$ cat src/rtl/alu_writeback_unit.sv
// Execute/writeback stage: single-cycle ALU, 16-step shift-add multiply, and a
// restoring divider (DIVU/REMU) that is only built when ALU_DIV_EN is defined.
module alu_writeback_unit #(
    parameter int WIDTH      = 16,
    parameter int AW         = 5,
    parameter int MUL_CYCLES = 16
) (
    input  logic             clk,
    input  logic             rst,
    input  logic             start,
    input  logic [3:0]       op,
    input  logic [AW-1:0]    rd,
    input  logic [WIDTH-1:0] busA,
    input  logic [WIDTH-1:0] busB,
    output logic             busy,
    output logic [AW-1:0]    Rw,
    output logic             WrEn,
    output logic [WIDTH-1:0] busW,
    output logic [3:0]       flags,
    output logic             err
);
    localparam int CW = $clog2(MUL_CYCLES);
    localparam int SW = $clog2(WIDTH);

    localparam logic [3:0] OP_ADD  = 4'b0000;
    localparam logic [3:0] OP_SUB  = 4'b0001;
    localparam logic [3:0] OP_AND  = 4'b0010;
    localparam logic [3:0] OP_OR   = 4'b0011;
    localparam logic [3:0] OP_XOR  = 4'b0100;
    localparam logic [3:0] OP_SLL  = 4'b0101;
    localparam logic [3:0] OP_SRL  = 4'b0110;
    localparam logic [3:0] OP_SRA  = 4'b0111;
    localparam logic [3:0] OP_MUL  = 4'b1000;
`ifdef ALU_DIV_EN
    localparam logic [3:0] OP_DIVU = 4'b1001;
    localparam logic [3:0] OP_REMU = 4'b1010;
`endif

    typedef enum logic [1:0] {IDLE, EXEC, WB} state_t;

    typedef struct packed {
        logic [3:0]    op;
        logic [AW-1:0] rd;
    } req_t;

    state_t state, stateNext;
    req_t   req;

    logic [CW-1:0]      cnt;
    logic               lastStep;
    logic               isSingle, isMulti;
    logic [WIDTH-1:0]   aluRes;
    logic               aluC, aluV;
    logic [WIDTH:0]     sum;
    logic [WIDTH-1:0]   mcRes;
    logic               mcC, mcV;

    logic [2*WIDTH-1:0] mulAcc, mulCand, mulAdd;
    logic [WIDTH-1:0]   mulPlier;

    assign busy     = (state != IDLE);
    assign lastStep = (cnt == CW'(MUL_CYCLES - 1));
    assign isSingle = ~op[3];

`ifdef ALU_DIV_EN
    assign isMulti = (op == OP_MUL) || (op == OP_DIVU) || (op == OP_REMU);
`else
    assign isMulti = (op == OP_MUL);
`endif

    // Single-cycle ops work straight off the input buses at the accept edge.
    always_comb begin
        aluRes = '0;
        aluC   = 1'b0;
        aluV   = 1'b0;
        sum    = '0;
        case (op)
            OP_ADD: begin
                sum    = {1'b0, busA} + {1'b0, busB};
                aluRes = sum[WIDTH-1:0];
                aluC   = sum[WIDTH];
                aluV   = (busA[WIDTH-1] == busB[WIDTH-1]) && (aluRes[WIDTH-1] != busA[WIDTH-1]);
            end
            OP_SUB: begin
                // A + ~B + 1: carry out set means no borrow.
                sum    = {1'b0, busA} + {1'b0, ~busB} + {{WIDTH{1'b0}}, 1'b1};
                aluRes = sum[WIDTH-1:0];
                aluC   = sum[WIDTH];
                aluV   = (busA[WIDTH-1] != busB[WIDTH-1]) && (aluRes[WIDTH-1] != busA[WIDTH-1]);
            end
            OP_AND: aluRes = busA & busB;
            OP_OR:  aluRes = busA | busB;
            OP_XOR: aluRes = busA ^ busB;
            OP_SLL: aluRes = busA << busB[SW-1:0];
            OP_SRL: aluRes = busA >> busB[SW-1:0];
            OP_SRA: aluRes = WIDTH'($signed(busA) >>> busB[SW-1:0]);
            default: aluRes = '0;
        endcase
    end

    assign mulAdd = mulAcc + (mulPlier[0] ? mulCand : '0);

`ifdef ALU_DIV_EN
    logic [WIDTH-1:0] remReg, quoReg, divisor, remNext, quoNext;
    logic [WIDTH:0]   trial;
    logic             ge;

    // Restoring step; a zero divisor naturally yields quotient all-ones and remainder = A.
    assign trial   = {remReg, quoReg[WIDTH-1]};
    assign ge      = (trial >= {1'b0, divisor});
    assign remNext = ge ? WIDTH'(trial - {1'b0, divisor}) : trial[WIDTH-1:0];
    assign quoNext = {quoReg[WIDTH-2:0], ge};

    always_ff @(posedge clk or negedge rst) begin
        if (!rst) begin
            remReg  <= '0;
            quoReg  <= '0;
            divisor <= '0;
        end else if (state == IDLE && start) begin
            remReg  <= '0;
            quoReg  <= busA;
            divisor <= busB;
        end else if (state == EXEC) begin
            remReg  <= remNext;
            quoReg  <= quoNext;
        end
    end
`endif

    always_comb begin
        mcRes = mulAdd[WIDTH-1:0];
        mcC   = |mulAdd[2*WIDTH-1:WIDTH];
        mcV   = 1'b0;
`ifdef ALU_DIV_EN
        if (req.op == OP_DIVU) begin
            mcRes = quoNext;
            mcC   = 1'b0;
            mcV   = (divisor == '0);
        end else if (req.op == OP_REMU) begin
            mcRes = remNext;
            mcC   = 1'b0;
            mcV   = (divisor == '0);
        end
`endif
    end

    always_ff @(posedge clk or negedge rst) begin
        if (!rst) state <= IDLE;
        else      state <= stateNext;
    end

    always_comb begin
        stateNext = state;
        case (state)
            IDLE: if (start) stateNext = isMulti ? EXEC : WB;
            EXEC: if (lastStep) stateNext = WB;
            WB:   stateNext = IDLE;
            default: stateNext = IDLE;
        endcase
    end

    always_ff @(posedge clk or negedge rst) begin
        if (!rst) begin
            req      <= '0;
            cnt      <= '0;
            mulAcc   <= '0;
            mulCand  <= '0;
            mulPlier <= '0;
            WrEn     <= 1'b0;
            err      <= 1'b0;
            Rw       <= '0;
            busW     <= '0;
            flags    <= '0;
        end else begin
            WrEn <= 1'b0;
            err  <= 1'b0;
            case (state)
                IDLE: if (start) begin
                    req      <= '{op: op, rd: rd};
                    cnt      <= '0;
                    mulAcc   <= '0;
                    mulCand  <= {{WIDTH{1'b0}}, busA};
                    mulPlier <= busB;
                    if (isSingle) begin
                        WrEn  <= 1'b1;
                        Rw    <= rd;
                        busW  <= aluRes;
                        flags <= {aluRes[WIDTH-1], ~|aluRes, aluC, aluV};
                    end else if (!isMulti) begin
                        err <= 1'b1;
                    end
                end
                EXEC: begin
                    cnt      <= cnt + 1'b1;
                    mulAcc   <= mulAdd;
                    mulCand  <= mulCand << 1;
                    mulPlier <= mulPlier >> 1;
                    if (lastStep) begin
                        WrEn  <= 1'b1;
                        Rw    <= req.rd;
                        busW  <= mcRes;
                        flags <= {mcRes[WIDTH-1], ~|mcRes, mcC, mcV};
                    end
                end
                default: ;
            endcase
        end
    end
endmodule

$ cat config.mk
export PLATFORM = sky130hd
export DESIGN_NAME = alu_writeback_unit
export DESIGN_NICKNAME = d
export VERILOG_FILES = /design/src/rtl/alu_writeback_unit.sv
export SDC_FILE = /design/constraint.sdc
export NUM_CORES = 1
export LEC_CHECK = 0
export BUFFER_PORTS_ARGS = -buffer_cell sky130_fd_sc_hd__buf_2
export CAP_MARGIN = 20
export CORE_ASPECT_RATIO = 1.5
export CORE_MARGIN = 1.5
export CORE_UTILIZATION = 50
export CTS_CLUSTER_DIAMETER = 40
export CTS_CLUSTER_SIZE = 16
export DETAILED_ROUTE_END_ITERATION = 7
export PLACE_DENSITY = 0.74
export SYNTH_ARGS = -nofsm -noshare
export SYNTH_HDL_FRONTEND = slang
export SYNTH_SLANG_ARGS = --single-unit
$ cat constraint.sdc
create_clock -name clk -period 4.3 [get_ports clk]
set_input_delay 0.43 -clock clk [delete_from_list [all_inputs] [get_ports clk]]
set_output_delay 0.43 -clock clk [all_outputs]
set_load 0.1 [all_outputs]
==> flow_summary.yaml <==
layout:
  drive_gt1_share_pct: 13.00
  n_fill_cell: 2083
  final_cell_area_sq_mm: 0.01215
  utilization_pct: 55.72
  syn_to_final_growth_pct: 8.906
  n_antenna_cell: 0
  final_net_count: 1556
grt:
  grt_pass1_vias: 10820
  grt-ovfl-total: 0
  grt_max_degree: 95
  grt_pass1_wl_mm: 58.23
  grtUsageTotal_pct: 31.76
  antenna_found_initial: 0
yosys:
  netlist-cell-type-count: 95
  post_synth_most_frequent_cells: "nand2_1, nor2_1, dfrtp_1"
  synth_top_area_share_pct: 26.25
  synth_seq_cells: 117
  synthFlopType: "dfrtp_1"
  yosysMostFrequentCell: "nand2_1"
  yosysWarnings: 0
  yosys.area.top_type: "dfrtp_1"
  synth_nets: 1545
  seq_area_frac_synth_pct: 26.25
  syn_avg_cell_area_sq_um: 7.889
  async_reset_ff_share_pct: 100.0
  synth_area_sq_mm: 0.01115
  synthTopCellsByArea: "dfrtp_1, ha_1, nand2_1, o21ai_0, nor2_1"
  netlist_instances: 1414
  synth_edf_count: 0
outcome:
  outcome: "finished, final reports clean"
clock_tree:
  cts-buffers-inserted: 17
  clkLatencyLatePin_ns: 0.43
  holdBufCountCts: 0
  cts_setup_buffers: 0
  cts_resized: 0
  cts_root_buf: "clkbuf_16"
  cts_sinks: 117
  clk_pin_slew_ns: 0.06
  cts_max_level: 4
  cts.path.max_buffers: 2
  cts_tree: "yes"
critical_path:
  worst-setup-path-type: "register to register"
  endpoint_kind: "register"
  cp.arrival_ns: 4.16
  critPathLaunchType: "register"
  critPathMaxFanout: 12
  worstPathRequired_ns: 4.57
place:
  place.port_buffers: 71
  hpwlAfterDp_mm: 27.21
  place_area_sq_mm: 0.01153
  place_congestion: 1.046
pwr:
  power.internal_mw: 2.626
  pwr-share-clk_pct: 33.3
  pwr-share-seq_pct: 30.4
  vdd_drop_max_uv: 318.2
  pwr-share-comb_pct: 36.2
  p_sw_share_pct: 41.90
  p_leak_nw: 5.558
  p_sw_mw: 1.894
  powerDensity_mw_per_mm2: 372.1
route:
  wl_per_cell_microns: 21.44
  num_vias: 11100
  first_pass_iters: 6
  route.detailed.drc: 0
  wl_mm: 36.66
  antenna_left: 0
  drt_iter0_markers: 1071
  via_per_inst: 6.490
die:
  ios: 72
  start_util_pct: 51.17
  die_w_microns: 125.0
  core_area_sq_mm: 0.02180
  die_area_sq_mm: 0.02323
  rows: 66
  die_h_microns: 185.9
timing:
  finalCriticalPeriod_ns: 3.893
  timing.final.max_slew_violations: 0
  finalSetupTns_ns: 0
  fmax_mhz: 256.9
  worst_pin_slew_ns: 1.012
  relSlewSlack_pct: 32.28
  rsz0062_at_grt: "false"
  min_period_over_period_pct: 90.54
  fin_skew_ns: 0.01252
  hold_viol: 0
  finalSetupViolations: 0
flow_run:
  maxCapViolCount: 0
worst_hold_path:
  hp-class: "primary input to async pin"
==> worst max-delay path, cell delays in order, from the launching register on <==
cell and delay (ns):
dfrtp_1 0.47, buf_4 0.22, and2_1 0.15, ha_1 0.33, a21o_1 0.22, a2111o_1 0.38
o221a_2 0.28, a41oi_1 0.39, o21a_1 0.29, o31a_1 0.21, o21ai_1 0.14, a221oi_1 0.34
xor2_1 0.22, o21ai_0 0.10
==> state kept, by name, indices dropped and copies added (netlist names) <==
register	flops
cnt	4
flags	3
state	2
err	1
mulCand	32
mulAcc	32
req	5
busW	16
Rw	5
WrEn	1
mulPlier	16
==> cell families (layout without fill, tap and decap cells) <==
kind of cell	count (synthesis)	in the layout	share of synthesized area (%)
xor gates and xnor gates	32	32	2.513
DFF	117	117	26.25
and+or+nand+nor	548	548	23.11
AOI/OAI and AO/OA	412	412	24.00
muxes	49	49	6.887
buffers and inverters	169	193	7.280
adders and majority gates	87	87	9.961
==> final timing paths <==
path / startpoint / end / slack (ns) / cells past startpoint
setup / recovery: mulPlier[0] / mulAcc[30] / 0.41 / 13
hold / removal: rst / req[4] / 0.04 / 1
setup reg to reg: mulPlier[0] / mulAcc[30] / 0.41 / 13
hold reg to reg: req[1] / req[1] / 0.48 / 2
max in group asynchronous: rst / mulPlier[2] / 3.29 / 2
min in group clk: rd[4] / req[4] / 0.20 / 3
==> power by group through the flow <==
stage,logic (mW),registers (mW),clock network (mW)
floorplan,0.801,1.79,0
global placement,1.60,1.39,0
detailed placement,1.61,1.39,0
CTS,1.62,1.38,1.52
global route,1.75,1.40,1.56
finish,1.64,1.38,1.51
==> per-layer routing <==
layer  GRT usage [%]  vias up  wire, microns
met3           4.628      189           2286
met1           35.94     5264          13570
met4           22.59        0           2905
met2           55.10      516          17900
li1                -     5129              -
met5               0        -              0
==> final cells by class <==
| class | count | area (sq um) | share of cell area [%] |
|---|---|---|---|
| Inverter | 58 | 217.7 | 1.792 |
| Clock inverter | 15 | 193.9 | 1.596 |
| Clock buffer | 17 | 425.4 | 3.502 |
| Sequential cell | 117 | 2928 | 24.10 |
| Multi-Input combinational cell | 1128 | 7445 | 61.28 |
| Tap cell | 272 | 340.3 | 2.802 |
| Timing Repair Buffer | 103 | 598.1 | 4.923 |
==> layout by cell type, fill, tap and decap left out, types with 12 or more instances in the layout <==
cell,netlist,routed
buf_4,4,33
o21ai_0,107,107
inv_1,57,57
nand2b_1,16,15
mux2i_1,22,22
buf_2,7,70
dfrtp_1,117,117
nand3_1,46,46
mux4_2,15,15
ha_1,84,84
a21oi_1,93,93
nand2_1,212,211
a31oi_1,43,43
xnor2_1,17,17
and2_1,35,34
nor2_1,133,133
a21o_1,21,21
nor3_1,26,25
xor2_1,15,15
nand4_1,12,12
clkbuf_16,0,17
==> metrics by stage <==
| stage | hold slack (ns) | setup WS, ns | power [mW] | instances |
|---|---|---|---|---|
| 2_1_floorplan | 0.1344 | 0.2359 | 2.590 | 1414 |
| 3_3_place_gp | 0.4570 | 0.4532 | 2.990 | 1678 |
| 3_5_place_dp | 0.4629 | 0.3790 | 3.008 | 1678 |
| 4_1_cts | 0.07077 | 0.4073 | 4.516 | 1710 |
| 5_1_grt | 0.09948 | 0.2096 | 4.704 | 1710 |
| 6_report | 0.04080 | 0.4070 | 4.520 | 1710 |
No activity file was read; power rests on OpenSTA's default activity.
